**src/rtl/boid_pixel_writer.sv**
```systemverilog
`default_nettype none
// ----------------------------------------------------------------------------
// boid_pixel_writer : erases a boid's old SIZExSIZE square, then draws its new
//                     square into the framebuffer, one clipped pixel per cycle.
// Revision 1.0 - initial release
// ----------------------------------------------------------------------------
module boid_pixel_writer #(
  parameter int          SCREEN_W  = 640,
  parameter int          SCREEN_H  = 480,
  parameter int          SIZE      = 2,
  parameter int          FRAC_BITS = 16,
  parameter logic [7:0]  BG_COLOR  = 8'h00
) (
  input  logic        clk,
  input  logic        reset,
  input  logic        in_valid,
  output logic        in_ready,
  input  logic [31:0] x_in,
  input  logic [31:0] y_in,
  input  logic [31:0] px_in,
  input  logic [31:0] py_in,
  input  logic [7:0]  color_in,
  input  logic        skip_erase,
  output logic        fb_we,
  output logic [18:0] fb_addr,
  output logic [7:0]  fb_wdata,
  output logic        done
);

  typedef enum logic [1:0] {
    IDLE  = 2'd0,
    ERASE = 2'd1,
    DRAW  = 2'd2,
    DONE  = 2'd3
  } state_t;

  localparam logic [1:0] LAST = 2'(SIZE - 1);

  state_t             state_q, state_d;
  logic [1:0]         i_q, i_d, j_q, j_d;
  logic signed [31:0] x_q, x_d, y_q, y_d, px_q, px_d, py_q, py_d;
  logic [7:0]         color_q, color_d;
  logic               fb_we_q, fb_we_d;
  logic [18:0]        fb_addr_q, fb_addr_d;
  logic [7:0]         fb_wdata_q, fb_wdata_d;

  logic               gen_en, gen_erase, last_px;
  logic signed [31:0] gen_bx, gen_by;

  // Returns {write_enable, address}; write_enable is low for off-screen pixels.
  function automatic logic [19:0] pixel(input logic signed [31:0] bx,
                                        input logic signed [31:0] by,
                                        input logic [1:0]         i,
                                        input logic [1:0]         j);
    logic signed [31:0] col, row;
    col = bx + $signed({30'd0, i});
    row = by + $signed({30'd0, j});
    if (col < 0 || col >= SCREEN_W || row < 0 || row >= SCREEN_H)
      pixel = 20'd0;
    else
      pixel = {1'b1, 19'(row * SCREEN_W + col)};
  endfunction

  always_comb begin
    state_d    = state_q;
    i_d        = i_q;
    j_d        = j_q;
    x_d        = x_q;
    y_d        = y_q;
    px_d       = px_q;
    py_d       = py_q;
    color_d    = color_q;
    fb_we_d    = 1'b0;
    fb_addr_d  = 19'd0;
    fb_wdata_d = 8'd0;
    gen_en     = 1'b0;
    gen_erase  = 1'b0;
    gen_bx     = x_q;
    gen_by     = y_q;
    last_px    = (i_q == LAST) && (j_q == LAST);

    case (state_q)
      IDLE: begin
        if (in_valid) begin
          x_d     = $signed(x_in) >>> FRAC_BITS;
          y_d     = $signed(y_in) >>> FRAC_BITS;
          px_d    = $signed(px_in) >>> FRAC_BITS;
          py_d    = $signed(py_in) >>> FRAC_BITS;
          color_d = color_in;
          i_d     = 2'd0;
          j_d     = 2'd0;
          state_d = skip_erase ? DRAW : ERASE;
          gen_en    = 1'b1;
          gen_erase = !skip_erase;
          gen_bx    = skip_erase ? x_d : px_d;
          gen_by    = skip_erase ? y_d : py_d;
        end
      end
      ERASE: begin
        gen_en = 1'b1;
        if (last_px) begin
          i_d     = 2'd0;
          j_d     = 2'd0;
          state_d = DRAW;
        end else begin
          gen_erase = 1'b1;
          gen_bx    = px_q;
          gen_by    = py_q;
          i_d       = (i_q == LAST) ? 2'd0 : i_q + 2'd1;
          j_d       = (i_q == LAST) ? j_q + 2'd1 : j_q;
        end
      end
      DRAW: begin
        if (last_px) begin
          state_d = DONE;
        end else begin
          gen_en = 1'b1;
          i_d    = (i_q == LAST) ? 2'd0 : i_q + 2'd1;
          j_d    = (i_q == LAST) ? j_q + 2'd1 : j_q;
        end
      end
      DONE:    state_d = IDLE;
      default: state_d = IDLE;
    endcase

    // i_d/j_d name the pixel that will be on the write port next cycle.
    if (gen_en) begin
      {fb_we_d, fb_addr_d} = pixel(gen_bx, gen_by, i_d, j_d);
      fb_wdata_d           = gen_erase ? BG_COLOR : color_d;
    end
  end

  always_ff @(posedge clk) begin
    if (reset) begin
      state_q    <= IDLE;
      i_q        <= 2'd0;
      j_q        <= 2'd0;
      x_q        <= '0;
      y_q        <= '0;
      px_q       <= '0;
      py_q       <= '0;
      color_q    <= 8'd0;
      fb_we_q    <= 1'b0;
      fb_addr_q  <= 19'd0;
      fb_wdata_q <= 8'd0;
    end else begin
      state_q    <= state_d;
      i_q        <= i_d;
      j_q        <= j_d;
      x_q        <= x_d;
      y_q        <= y_d;
      px_q       <= px_d;
      py_q       <= py_d;
      color_q    <= color_d;
      fb_we_q    <= fb_we_d;
      fb_addr_q  <= fb_addr_d;
      fb_wdata_q <= fb_wdata_d;
    end
  end

  assign fb_we    = fb_we_q;
  assign fb_addr  = fb_addr_q;
  assign fb_wdata = fb_wdata_q;
  assign done     = (state_q == DONE);
  assign in_ready = (state_q == IDLE) && !reset;

endmodule
`default_nettype wire

```
**config.mk**
```make
export PLATFORM = sky130hd
export DESIGN_NAME = boid_pixel_writer
export DESIGN_NICKNAME = d
export VERILOG_FILES = /design/src/rtl/boid_pixel_writer.sv
export SDC_FILE = /design/constraint.sdc
export NUM_CORES = 1
export LEC_CHECK = 0
export ABC_AREA = 1
export CORE_MARGIN = 2
export CORE_UTILIZATION = 50
export DETAILED_ROUTE_END_ITERATION = 16
export HOLD_SLACK_MARGIN = 0.05
export PLACE_DENSITY = 0.9
export SLEW_MARGIN = 20
export SYNTH_ARGS = -nofsm -noshare
export SYNTH_HDL_FRONTEND = slang
export SYNTH_SLANG_ARGS = --single-unit
```
**constraint.sdc**
```tcl
create_clock -name clk -period 6.65 [get_ports clk]
set_input_delay 0.665 -clock clk [delete_from_list [all_inputs] [get_ports clk]]
set_output_delay 0.665 -clock clk [all_outputs]
set_load 0.05 [all_outputs]
```
* Yosys cells after proc, flatten, opt, wreduce, memory -nomap -nowiden *
Cells that the tools add are included.

cells by class
  $add $sub $neg = 5
  multiply operators = 1
  magnitude comparators = 4
  equal/unequal tests = 8
  multiplexer cells = 31
  bitwise gates (word level) = 1
  reduce and logical (&&, ||, !) cells = 13

operators by type and width
  cell                                                   number
  2-to-1 mux 32 bit                                      6
  one-hot mux 32 bit (2 select lines)                    2
  adder 32 x 3 -> 32 bit                                 2
  < comparator 32 x 1 -> 1 bit, second input constant    2
  >= comparator 32 x 10 -> 1 bit, second input constant  1
  >= comparator 32 x 11 -> 1 bit, second input constant  1
  multiplier 32 x 4 -> 12 bit, second input constant     1
  2-to-1 mux 2 bit                                       12
  2-to-1 mux 20 bit                                      1
  adder 19 bit                                           1
  2-to-1 mux 8 bit                                       2
  one-hot mux 2 bit (3 select lines)                     2
  one-hot mux 2 bit (4 select lines)                     1
  equality test 2 x 1 -> 1 bit, second input constant    3
  != test 2 bit, second input constant                   3
  OR reduction 3 bit                                     2
  adder 2 x 1 -> 2 bit, second input constant            2
  equality test 2 bit, second input constant             2
  logical OR 1 bit                                       3
  2-to-1 mux 1 bit                                       3
  one-hot mux 1 bit (3 select lines)                     1
  AND reduction 3 bit                                    1
  logical AND 1 bit                                      2
  logical NOT 1 bit                                      2
  other kinds (5)                                        5

word-level totals
  flip-flop bits (word level) = 106
  input bits = 140
  output and inout port bits = 30
  logic and storage cells = 74

* Longest topological paths before layout *
Gate-level depths: netlist of the first run.

  word-level depth = 10
  depth in mapped cells = 36
  depth with buffers taken out = 34

* Worst setup path before layout of the first run *
Ideal clock, no wire load.

  path kind = flip-flop to flip-flop
  start point = reg state_q[0]
  end point = reg fb_addr_q[18] (netlist: fb_addr[18])
  library setup time = 0.115 ns
  data arrival time = 4.887 ns
  data required time = 6.535 ns
  setup slack = 1.648 ns
  cell stages (with the launch flop) = 36
  buffers on the path = 2
  period minus slack after synthesis = 5.002 ns
  path through = dfxtp_1 inv_1 ha_1 nand2_2 inv_2 buf_6 clkbuf_1 nand2_1 nand2_1 o21ai_0 o21ai_0 a21oi_1 inv_1 ha_1 a21oi_1 inv_1 nand2_1 nor2_4 xor2_1 ha_1 ha_1 a21oi_1 nand2_1 xnor2_1 inv_1 ha_1 a21oi_1 o221ai_1 nand2_1 nand2_1 a21oi_1 o21bai_1 a21oi_1 nand3_1 nand2_1 nor2_1

between the ends
  word-level cells in the longest chain between the ends = 8
  elaborated cells on any way between the ends = 21
  those cells by class = add/sub: 3; mul: 1; order compare: 4; eq/ne: 2; mux: 5; bitwise: 1; reduce/logical: 5

RTL lines
  what                                                                            line  text
  start, declared                                                                 39    state_t state_q, state_d;
  start signal, assigned                                                          147   state_q <= state_d;
  parallel branches: the longest is 8 deep, another holds adder 32 x 3 -> 32 bit  --
  end signal, assigned                                                            156   fb_addr_q <= fb_addr_d;
  end, declared                                                                   44    logic [18:0] fb_addr_q, fb_addr_d;

Several ways; the timed one is not identified.
A chain may end at the register's enable or synchronous reset.

* Final worst setup path of the first run *
  start point = in in_valid
  end point = reg fb_addr_q[18] (netlist: fb_addr[18])

between the ends
  word-level cells in the longest chain between the ends = 8
  elaborated cells on any way between the ends = 23
  those cells by class = add/sub: 3; mul: 1; order compare: 4; mux: 10; bitwise: 1; reduce/logical: 4

RTL lines
  what                                                                            line  text
  start, declared                                                                 16    input logic in_valid,
  parallel branches: the longest is 8 deep, another holds adder 32 x 3 -> 32 bit  --

Several ways; the timed one is not identified.

==> results.txt, run 1 <==
The standard cell with the maximum stage delay on the critical path was sky130_fd_sc_hd__clkdlybuf4s50_1. At the end of the flow the core is filled with cells to 61.51%. The instance area after placement is 0.007829 mm^2. Prevailing post-synth register cell: sky130_fd_sc_hd__dfxtp_1.

Register bit count reported by yosys: 106. The final setup violation count was 0. The deepest level of the CTS H-tree is 3, and the I/O pin count is 170.

In the routed design, unresolved DRC markers number 0. The die is 119.8 um wide. For the number of antenna violations at the first check in global routing, the log shows 0. The number of placement rows came out at 42. The worst register-to-register path begins at state_q[0]. The synthesized design devotes to its leading area cell type 31.67% of total area. The tools report the wire length after detailed routing as 16,260 um. Leaving out fill and tap cells, the most frequent cells in the layout are sky130_fd_sc_hd__nand2_1 (295), sky130_fd_sc_hd__inv_1 (112), sky130_fd_sc_hd__dfxtp_1 (106).

The count of nets left with antenna violations once routing finished came out at 0. The number of gates resized after CTS was 0. The most critical setup path has its endpoint at fb_addr[18]. Counting the fill cells in the layout gives 1,144.

Routability-driven placement finished with a final weighted congestion of 0.9073. Sorting the synthesized cells by area gives the leading types as sky130_fd_sc_hd__dfxtp_1 (32%), sky130_fd_sc_hd__nand2_1 (17%), sky130_fd_sc_hd__ha_1 (7.3%). Summed over all cells, the static leakage comes to 3.727 nW. After synthesis the cells add up to 0.006701 mm^2. Yosys printed 0 warnings.

The aggregate global-route resource usage was 23.40%; the clock buffer count from CTS was 9. Tracing the worst setup path back leads to its startpoint at in_valid. After clock tree synthesis, the setup repair step added 0 buffers.

Along the worst path, the maximum fanout reaches 12. The largest net degree at the start of global routing is 81. The floorplan step defined a core boundary enclosing 0.01319 mm^2.

Count of endpoints failing hold in the final timing report: 0. Setup repair after global routing left no endpoint under its margin. The most common cell after layout, fill and taps aside is sky130_fd_sc_hd__nand2_1. Setup total negative slack on the finished layout was measured at 0 ns. After layout, the minimum clock period comes to 5.612 ns. Yosys mapped a number of flops with a built-in enable equal to 0. The final critical path takes up 84.39% of the cycle. Overall power of the completed layout: 3.081 mW. In the routed layout, each cell is associated on average with a via count of 5.166. TritonCTS built the clock tree. STA classifies the critical path endpoint as a flop.

Input and output buffers added on the ports amount to 105. The proportion of register bits with asynchronous set or reset after synthesis works out to 0%. For the worst-skew pair, the clock arrives at the later sink with an insertion delay of 0.36 ns. The nature of the critical path startpoint is a primary input.

Across the run, the number of max-cap violations was 0. Cell depth of the worst flop-to-flop path: 33. The detailed placer's ending HPWL is 11,910 um, and the number of vias after detailed routing is 6,406. Across all register-to-register paths, the minimum setup slack is 1.05 ns. The via count of the first global-routing pass was 5,984; the count of nets after finishing was 1,242. The cell area power density is 379.8 mW/mm^2, and the final antenna diode count is 0. The required time at the worst-slack endpoint is 6.91 ns, and the sequential-to-total area share from yosys stat is 31.67%. The flow ran to the end, and the final reports show no timing, DRC or antenna violations. sky130_fd_sc_hd__dfxtp_1 takes more of the synthesized area than any other cell. Initial cell density of the core: 50.81%.

In this run the clock root is driven by a sky130_fd_sc_hd__clkbuf_16. Maximum operating frequency: 178.2 MHz. From synthesis to final layout, the design area changed by 21.06%.

The worst-case clock skew was 0.007734 ns. The logs give 971 for the synthesized instance count and 7 for the count of TritonRoute iterations in the first routing pass. The final number of max-transition violations came out at 0. After clock tree synthesis, the clock-pin slew on the worst setup and hold paths is 0.07 ns.

Class of the tightest hold or removal check: reg2reg. The overall die area was 0.01434 mm^2. The average detailed-routed wire length per instance is 13.11 um, and the worst slew margin relative to its limit is 43.01%.

The total nets after synthesis is 1,154. The critical path in this run is classified as in2reg. The fraction of final layout cells sized beyond drive strength 1 was 8.553%. The post-layout instance area is 0.008113 mm^2, and the arrival time reported for the critical path endpoint is 5.87 ns.

Maximum buffer depth of the clock tree: 2. The netlist uses 42 different library cells. The global-route congestion overflow total was 0; the first-pass GRT wire length was 27,340 um. In this run, post-CTS hold repair placed 0 buffers. Measured along the y axis, the die boundary spans 119.8 um. The worst-case IR drop observed on VDD is 0.1649 mV. The first routing iteration left 627 violations. In this run the critical register-to-register path is captured at fb_addr[18]. Slew of the pin with the lowest slew margin: 0.8549 ns. For the clock sink total, the log shows 106.

The maximum single-stage delay on the critical path came out at 0.46 ns. Each instance of the synthesized netlist takes up on average 6.902 um^2.
Yosys cell counts, types with 7 or more instances:
cell,instances
sky130_fd_sc_hd__xor2_1,17
sky130_fd_sc_hd__inv_1,112
sky130_fd_sc_hd__nor2_1,67
sky130_fd_sc_hd__inv_2,12
sky130_fd_sc_hd__ha_1,39
sky130_fd_sc_hd__nand3_1,37
sky130_fd_sc_hd__o21ai_1,8
sky130_fd_sc_hd__nand2_2,14
sky130_fd_sc_hd__nor2_4,17
sky130_fd_sc_hd__dfxtp_1,106
sky130_fd_sc_hd__nand2_1,295
sky130_fd_sc_hd__clkbuf_1,21
sky130_fd_sc_hd__buf_6,7
sky130_fd_sc_hd__xnor2_1,15
sky130_fd_sc_hd__a21oi_1,94
sky130_fd_sc_hd__a211oi_1,11
sky130_fd_sc_hd__o21ai_0,28
sky130_fd_sc_hd__mux2i_1,8
registers in the layout, summed over array words and instances (netlist names):
name and count:
fb_addr 19, fb_wdata 8, y_q 16, fb_we 1
x_q 16, px_q 16, color_q 8, state_q 2
i_q 2, j_q 2, py_q 16
critical path: cells and delay by family:
kind / cells / cell delay [ns]
AO/OA/AOI/OAI: 10 / 1.48
adder cells (fa/ha/maj): 4 / 1.30
AND/OR/NAND/NOR: 11 / 1.05
buffers and inverters: 5 / 0.90
XOR/XNOR: 2 / 0.46
layer usage:
metal | track usage [%] | wire (um) | up-vias
met1 | 30.27 | 7227 | 2908
met5 | 0 | 0 | -
met4 | 11.18 | 525 | 0
met3 | 3.802 | 957 | 38
li1 | - | - | 3230
met2 | 38.07 | 7550 | 230
final cells by class:
class | instances | area (um^2) | area share [%]
clock buffer | 9 | 225.2 | 2.776
clock inverter | 7 | 58.81 | 0.7249
inverter | 124 | 465.4 | 5.737
multi-input combinational | 702 | 3892 | 47.98
sequential | 106 | 2122 | 26.16
tap | 176 | 220.2 | 2.714
timing repair buffer | 116 | 1129 | 13.91
how the worst min path moves through the flow:
stage / to / depth (start not counted) / slack [ns] / from
floorplan: px_q[13] / 2 / 0.43 / px_q[13]
global placement: px_q[15] / 2 / 0.45 / px_q[15]
detailed placement: py_q[1] / 2 / 0.45 / py_q[1]
CTS: px_q[13] / 2 / 0.46 / px_q[13]
global route: x_q[12] / 2 / 0.48 / x_q[12]
finish: px_q[13] / 2 / 0.46 / px_q[13]
where the power goes:
group          switching [mW]  leakage, nW  internal (mW)  total (mW)
registers              0.0480        0.866          0.734       0.782
clock network           0.263        0.144          0.262       0.524
logic                    1.14         2.72          0.640        1.78
total                    1.45         3.73           1.64        3.08
stage by stage:
stage	std cells	worst slack (ns)	hold slack, ns
6_report	1240	1.038	0.4643
5_1_grt	1240	0.5545	0.4798
4_1_cts	1240	1.099	0.4646
3_5_place_dp	1224	0.7431	0.4515
3_3_place_gp	1224	0.8074	0.4462
2_1_floorplan	971	1.648	0.4345
kinds of logic (layout without fill, tap and decap cells):
| group | count (synthesis) | in the layout | synth area share (%) |
|---|---|---|---|
| multiplexers | 8 | 8 | 1.195 |
| XOR/XNOR | 33 | 33 | 4.537 |
| buffers and inverters | 163 | 256 | 10.25 |
| adder cells (fa/ha/maj) | 43 | 43 | 8.477 |
| AND/OR/NAND/NOR | 463 | 463 | 31.40 |
| flip-flops | 106 | 106 | 31.67 |
| AO/OA/AOI/OAI | 155 | 155 | 12.47 |
Power figures use the tool's default switching activity.
==> run 2, diff against run 1 <==
==> constraint.sdc (replaced) <==
create_clock -name clk -period 5.65 [get_ports clk]
set_input_delay 0.565 -clock clk [delete_from_list [all_inputs] [get_ports clk]]
set_output_delay 0.565 -clock clk [all_outputs]
set_load 0.05 [all_outputs]
==> run 2 against run 1 <==
Effect of this change: register-to-register slack got worse by 0.60 ns; clock skew rose by 0.0035 ns; critical endpoint unchanged; highest routed layer unchanged; wire length rose by 1.0%.
==> results.txt, run 2 (synthesis results as in run 1) <==
Deepest level of the CTS H-tree: 3 (unchanged). The run gives 3.748 nW (+0.57%) as the static leakage power. The final antenna diode count was 0 (unchanged); the final number of max-transition violations was 0 (unchanged). The most common cell after layout, fill and taps aside is sky130_fd_sc_hd__nand2_1. The number of vias after detailed routing was 6,453 (+0.73%); the width of the die was 119.8 um (unchanged). The critical path starts at j_q[0]. The overall die area is 0.01434 mm^2 (unchanged).

The tools report the clock sink total as 106 (unchanged). The logs give 0.1106 ns (-0.6325 ns) for the worst setup slack after placement and 9 (unchanged) for the clock buffer count from CTS. The height of the die was 119.8 um (unchanged).

Required time at the worst-slack endpoint: 5.90 ns (-1.01 ns). For the worst slew margin relative to its limit, the log shows 40.24% (-2.8 points). Cell at the root of the clock tree: sky130_fd_sc_hd__clkbuf_16. The count of buffers from port buffering was 105 (unchanged); the overall power of the completed layout was 3.697 mW (+20%).

Post-synthesis to final-layout area growth: 22.14%. The count of TritonRoute iterations in the first routing pass is 6 (-1), and the wire length after detailed routing is 16,430 um (+1.0%). The run gives 27,010 um (-1.2%) as the first-pass GRT wire length.

The count of nets after finishing was 1,244 (+0.16%); the clock insertion delay at the later pin of the skew report was 0.36 ns (about the same). The average detailed-routed wire length per instance is 13.23 um (+0.88%). The run finished with clean final reports.

The number of max-capacitance violations reported is 0 (unchanged), and the starting DRC count in detailed routing is 532 (-15%). For the worst-case clock skew, the log shows 0.01122 ns (+0.003486 ns). The run gives 1,108 (-3.1%) as the count of fill cells added during filler insertion. The tools report the worst ir drop on vdd as 0.2026 mV (+23%). The number of flip-flops under the largest register name came out at 19 (unchanged).

Leaving out fill and tap cells, the most frequent cells in the layout are sky130_fd_sc_hd__nand2_1 (295), sky130_fd_sc_hd__inv_1 (112), sky130_fd_sc_hd__dfxtp_1 (105). The slew of the pin with the lowest slew margin is 0.8964 ns (+0.04154 ns). The initial cell density of the core came out at 50.81% (unchanged). The total placed cells including tap cells was 1,225 (+0.082%). The global-route congestion overflow total is 0 (unchanged), and the count of endpoints failing hold in the final timing report is 0 (unchanged). For the number of remaining DRC errors, the log shows 0 (unchanged). In this design, the critical path's most frequently occurring cell is sky130_fd_sc_hd__nand2_1. The setup total negative slack came out at 0 ns (unchanged).

The number of placement rows is 42 (unchanged). Post-layout instance area: 0.008185 mm^2 (+0.89%). The worst register-to-register path begins at j_q[0]. The cell area power density was 451.7 mW/mm^2 (+19%); the clock period minus worst slack was 5.202 ns. I/O pin count: 170 (unchanged). Timing would allow up to 192.2 MHz. The setup slack of the critical path after layout is 0.4480 ns (-0.5898 ns). For the final antenna-violating net count, the log shows 0 (unchanged). The maximum single-stage delay on the critical path is 0.43 ns (-0.03 ns). The type of the setup path with the least slack is reg2reg. The via density per instance is 5.196 (+0.57%), and the instance area after placement is 0.007836 mm^2 (about the same). Final standard cell count with taps included and fillers excluded: 1,242 (+0.16%).

The worst setup path is captured at a flop. The maximum buffer depth of the clock tree is 2 (unchanged). The aggregate global-route resource usage is 23.20% (-0.19 points). The nature of the critical path startpoint is a flop. The standard cell with the maximum stage delay on the critical path is sky130_fd_sc_hd__fa_1. The largest net degree at the start of global routing was 86 (+6.2%); the worst hold slack after final layout was 0.4663 ns (+0.002002 ns).

The arrival time reported for the critical path endpoint came out at 5.45 ns (-0.42 ns). Via count of the first global-routing pass: 5,966 (-0.30%). The final setup violation count is 0 (unchanged), and the clock transition at the registers of the reported paths is 0.08 ns (about the same). The global placement routability congestion came out at 0.9095 (+0.24%). The worst-path maximum fanout came out at 6 (-6). The fraction of final layout cells sized beyond drive strength 1 was 9.193% (+0.64 points); the share of the clock period used by the worst path after layout was 92.07%. The core area is 0.01319 mm^2 (unchanged). The min-delay analysis places its worst path in the category reg2reg. The number of antenna violations at the first check in global routing was 0 (unchanged). TritonCTS built the clock tree. The post-layout utilization of the core came out at 62.06% (+0.55 points).

The startpoint identified for the worst hold timing path is px_q[9]. The run gives 0 (unchanged) as the post-cts hold buffer count. The run gives 12,090 um (+1.5%) as the detailed placer's ending HPWL.
==> run 2: cell count changes in the layout (fill, tap and decap cells not counted), sizes merged <==
cell,previous run,this run
buf,12,14
inv,128,127
bufinv,0,1
==> run 2: path summary, 6_finish.rpt <==
path                                     to  slack [ns]  cells past startpoint
worst min register to register      px_q[9]        0.47                      2
worst min-delay path                px_q[9]        0.47                      2
worst max-delay path            fb_addr[18]        0.45                     30
worst max register to register  fb_addr[18]        0.45                     30
==> run 2: final cells by class <==
type | count | area [um^2] | share of cell area, %
clock buffers | 9 | 225.2 | 2.751
clock inverters | 7 | 83.83 | 1.024
inverters | 124 | 465.4 | 5.686
multi-input cells | 702 | 3924 | 47.94
flip-flops and latches | 106 | 2123 | 25.94
well taps | 176 | 220.2 | 2.690
repair buffers | 118 | 1144 | 13.97
==> run 2: timing repair <==
action                     in CTS  in global routing
setup buffers                   0                  1
setup endpoints to repair       0                  3
gates resized for setup         0                  7
==> run 2: power breakdown <==
part / total [mW] / switching [mW] / internal (mW)
clock network: 0.656 / 0.304 / 0.352
logic: 2.12 / 1.35 / 0.773
registers: 0.922 / 0.0577 / 0.864
==> run 2: critical path, delay by kind of cell (launching register included) <==
family	cells	cell delay, ns
simple gates	11	1.18
xor+xnor	2	0.34
compound gates	7	1.10
buf+inv	4	0.29
flops	1	0.35
fa+ha+maj	6	1.83
==> run 2: per-layer routing <==
metal  global-route usage, %  part of all wire (%)
met2                   38.36                    47
met5                       0                     0
met4                   10.07                   2.9
met3                   3.992                   5.7
met1                   29.79                    44
==> run 3, diff against run 2 <==
--- a/config.mk
+++ b/config.mk
@@ -6,6 +6,7 @@
 export NUM_CORES = 1
 export LEC_CHECK = 0
 export ABC_AREA = 1
+export CORE_ASPECT_RATIO = 1.4
 export CORE_MARGIN = 2
 export CORE_UTILIZATION = 50
 export DETAILED_ROUTE_END_ITERATION = 16
==> run 3 against run 2 <==
Effect of this change: die area about the same; register-to-register slack got worse by 0.02 ns; total power decreased by 0.60%; combinational power about the same; wire length increased by 0.66%; sequential power about the same; first-iteration DRC count decreased by 15%; clock-buffer cell count increased by 3; clock skew decreased by 0.0026 ns; core utilization decreased by 0.27 points; via count increased by 0.45%; sequential cell count unchanged; largest cell class unchanged.
==> results.txt, run 3 (synthesis results as in run 1) <==
The tools report the static leakage power as 3.744 nW (-0.12%). Clock tree synthesis selected as its root buffer the cell sky130_fd_sc_hd__clkbuf_16. Setup repair after global routing left no endpoint under its margin. The number of placement rows came out at 50 (+19%). The I/O pin count is 170 (unchanged). The starting DRC count in detailed routing was 451 (-15%); the wire length after detailed routing was 16,540 um (+0.66%).

The logs give 0.01436 mm^2 (about the same) for the overall die area and 5.90 ns (about the same) for the required time at the worst-slack endpoint. The initial cell density of the core was 50.53% (-0.28 points). The tools report the worst ir drop on vdd as 0.2789 mV (+38%). The setup total negative slack is 0 ns (unchanged). Count of TritonRoute iterations in the first routing pass: 5 (-1). The run gives 0 (unchanged) as the number of max-capacitance violations reported. The logs give 0 (unchanged) for the global-route congestion overflow total and 2 (unchanged) for the maximum buffer depth of the clock tree. The fraction of final layout cells sized beyond drive strength 1 is 9.185% (about the same). The run finished with clean final reports. The logs give 106 (unchanged) for the clock sink total and 43.23% (+3.0 points) for the worst slew margin relative to its limit. The run gives 0 (unchanged) as the post-cts hold buffer count. The largest net degree at the start of global routing is 81 (-5.8%). Global placement routability congestion: 0.9411 (+3.5%). The run gives 1,245 (+0.080%) as the count of nets after finishing. TritonCTS built the clock tree.

The aggregate global-route resource usage came out at 23.48% (+0.28 points). The core area was 0.01326 mm^2 (+0.55%). The share of the clock period used by the worst path after layout was 92.46% (+0.39 points).

The tightest min-delay check is of the reg2reg type. The count of buffers from port buffering is 105 (unchanged). The maximum single-stage delay on the critical path was 0.43 ns (about the same); the number of vias after detailed routing was 6,482 (+0.45%). The final antenna diode count was 0 (unchanged); the via density per instance was 5.190 (-0.11%). The worst-case clock skew was 0.008608 ns (-0.002612 ns); the count of endpoints failing hold in the final timing report was 0 (unchanged). The post-synthesis to final-layout area growth came out at 22.27%. The width of the die was 101.8 um (-15%).

The via count of the first global-routing pass was 6,084 (+2.0%); the post-layout utilization of the core was 61.78% (-0.27 points). For the number of remaining DRC errors, the log shows 0 (unchanged). The average detailed-routed wire length per instance was 13.24 um (about the same); the final number of max-transition violations was 0 (unchanged). In the layout the commonest cells are sky130_fd_sc_hd__nand2_1 (295), sky130_fd_sc_hd__inv_1 (112), sky130_fd_sc_hd__dfxtp_1 (105).

The cell seen most often among critical-path stages was sky130_fd_sc_hd__nand2_1. The final setup violation count came out at 0 (unchanged). The nature of the critical path startpoint is a flop. The clock transition at the registers of the reported paths is 0.07 ns (about the same).

The largest individual stage delay along the critical path comes from the cell sky130_fd_sc_hd__fa_1. STA classifies the critical path endpoint as a flop. The number of flip-flops under the largest register name is 19 (unchanged).

The library cell used most frequently in the layout, excluding fill and tap cells, is sky130_fd_sc_hd__nand2_1. Number of antenna violations at the first check in global routing: 0 (unchanged). The final antenna-violating net count is 0 (unchanged). The tools report the arrival time reported for the critical path endpoint as 5.48 ns (+0.03 ns). The logs give 3.675 mW (-0.60%) for the overall power of the completed layout and 12,090 um (about the same) for the detailed placer's ending HPWL. The worst-path maximum fanout was 8 (+2). The clock period minus worst slack was 5.224 ns (+0.02186 ns).

By startpoint and endpoint, the worst setup path is classified as reg2reg. Height of the die: 141.0 um (+18%). The slew of the pin with the lowest slew margin was 0.8515 ns (-0.04490 ns); the clock insertion delay at the later pin of the skew report was 0.35 ns (about the same). The deepest level of the CTS H-tree is 3 (unchanged), and the first-pass GRT wire length is 27,030 um (about the same).

The tools report the clock buffer count from CTS as 9 (unchanged). The cell area power density was 448.5 mW/mm^2 (-0.71%). The maximum operating frequency was 191.4 MHz (-0.42%).
-- run 3: through the flow --
step,worst slack [ns],cells,cell area [um^2],hold WS (ns)
2_1_floorplan,0.6483,971,6701,0.4345
3_3_place_gp,0.1725,1232,7851,0.4454
3_5_place_dp,0.009326,1232,7851,0.4553
4_1_cts,0.2541,1248,8149,0.4661
5_1_grt,0.02845,1249,8194,0.4790
6_report,0.4262,1249,8194,0.4659
-- run 3: worst paths after layout --
kind                 from          end  slack, ns  cells past startpoint
setup / recovery   j_q[1]  fb_addr[18]       0.43                     32
hold / removal    x_q[12]      x_q[12]       0.47                      2
setup reg to reg   j_q[1]  fb_addr[18]       0.43                     32
hold reg to reg   x_q[12]      x_q[12]       0.47                      2
-- run 3: timing repair --
action,4_1_cts,5_1_grt
endpoints found under the setup margin,0,4
setup buffers,0,1
endpoints found under the hold margin,0,0
gates resized for setup,0,9
-- run 3: final cells by class --
cell class | count | area, um^2
Clock inverter | 4 | 51.30
Inverter | 124 | 465.4
Fill cell | 1147 | 5069
Clock buffer | 12 | 246.5
Tap cell | 182 | 227.7
Timing Repair Buffer | 119 | 1151
Multi-Input combinational cell | 702 | 3929
Sequential cell | 106 | 2123
-- run 3: per-layer routing --
layer / track usage [%] / up-vias / routed length, um
met5: 0 / - / 0
met4: 11.02 / 0 / 634
met3: 4.512 / 47 / 870
met2: 41.24 / 211 / 8540
li1: - / 3248 / -
met1: 26.93 / 2976 / 6494
-- run 3: power breakdown --
group          switching [mW]  internal, mW
Clock                   0.281         0.356
Sequential             0.0587         0.865
Combinational            1.34         0.777
-- run 3: worst max-delay path: cells and delay by family (launching register included) --
kind / cells / cell delay (ns)
AO/OA/AOI/OAI: 7 / 1.13
adder cells (fa/ha/maj): 6 / 1.81
XOR/XNOR: 2 / 0.36
buffers and inverters: 6 / 0.52
AND/OR/NAND/NOR: 11 / 0.97
flip-flops: 1 / 0.35
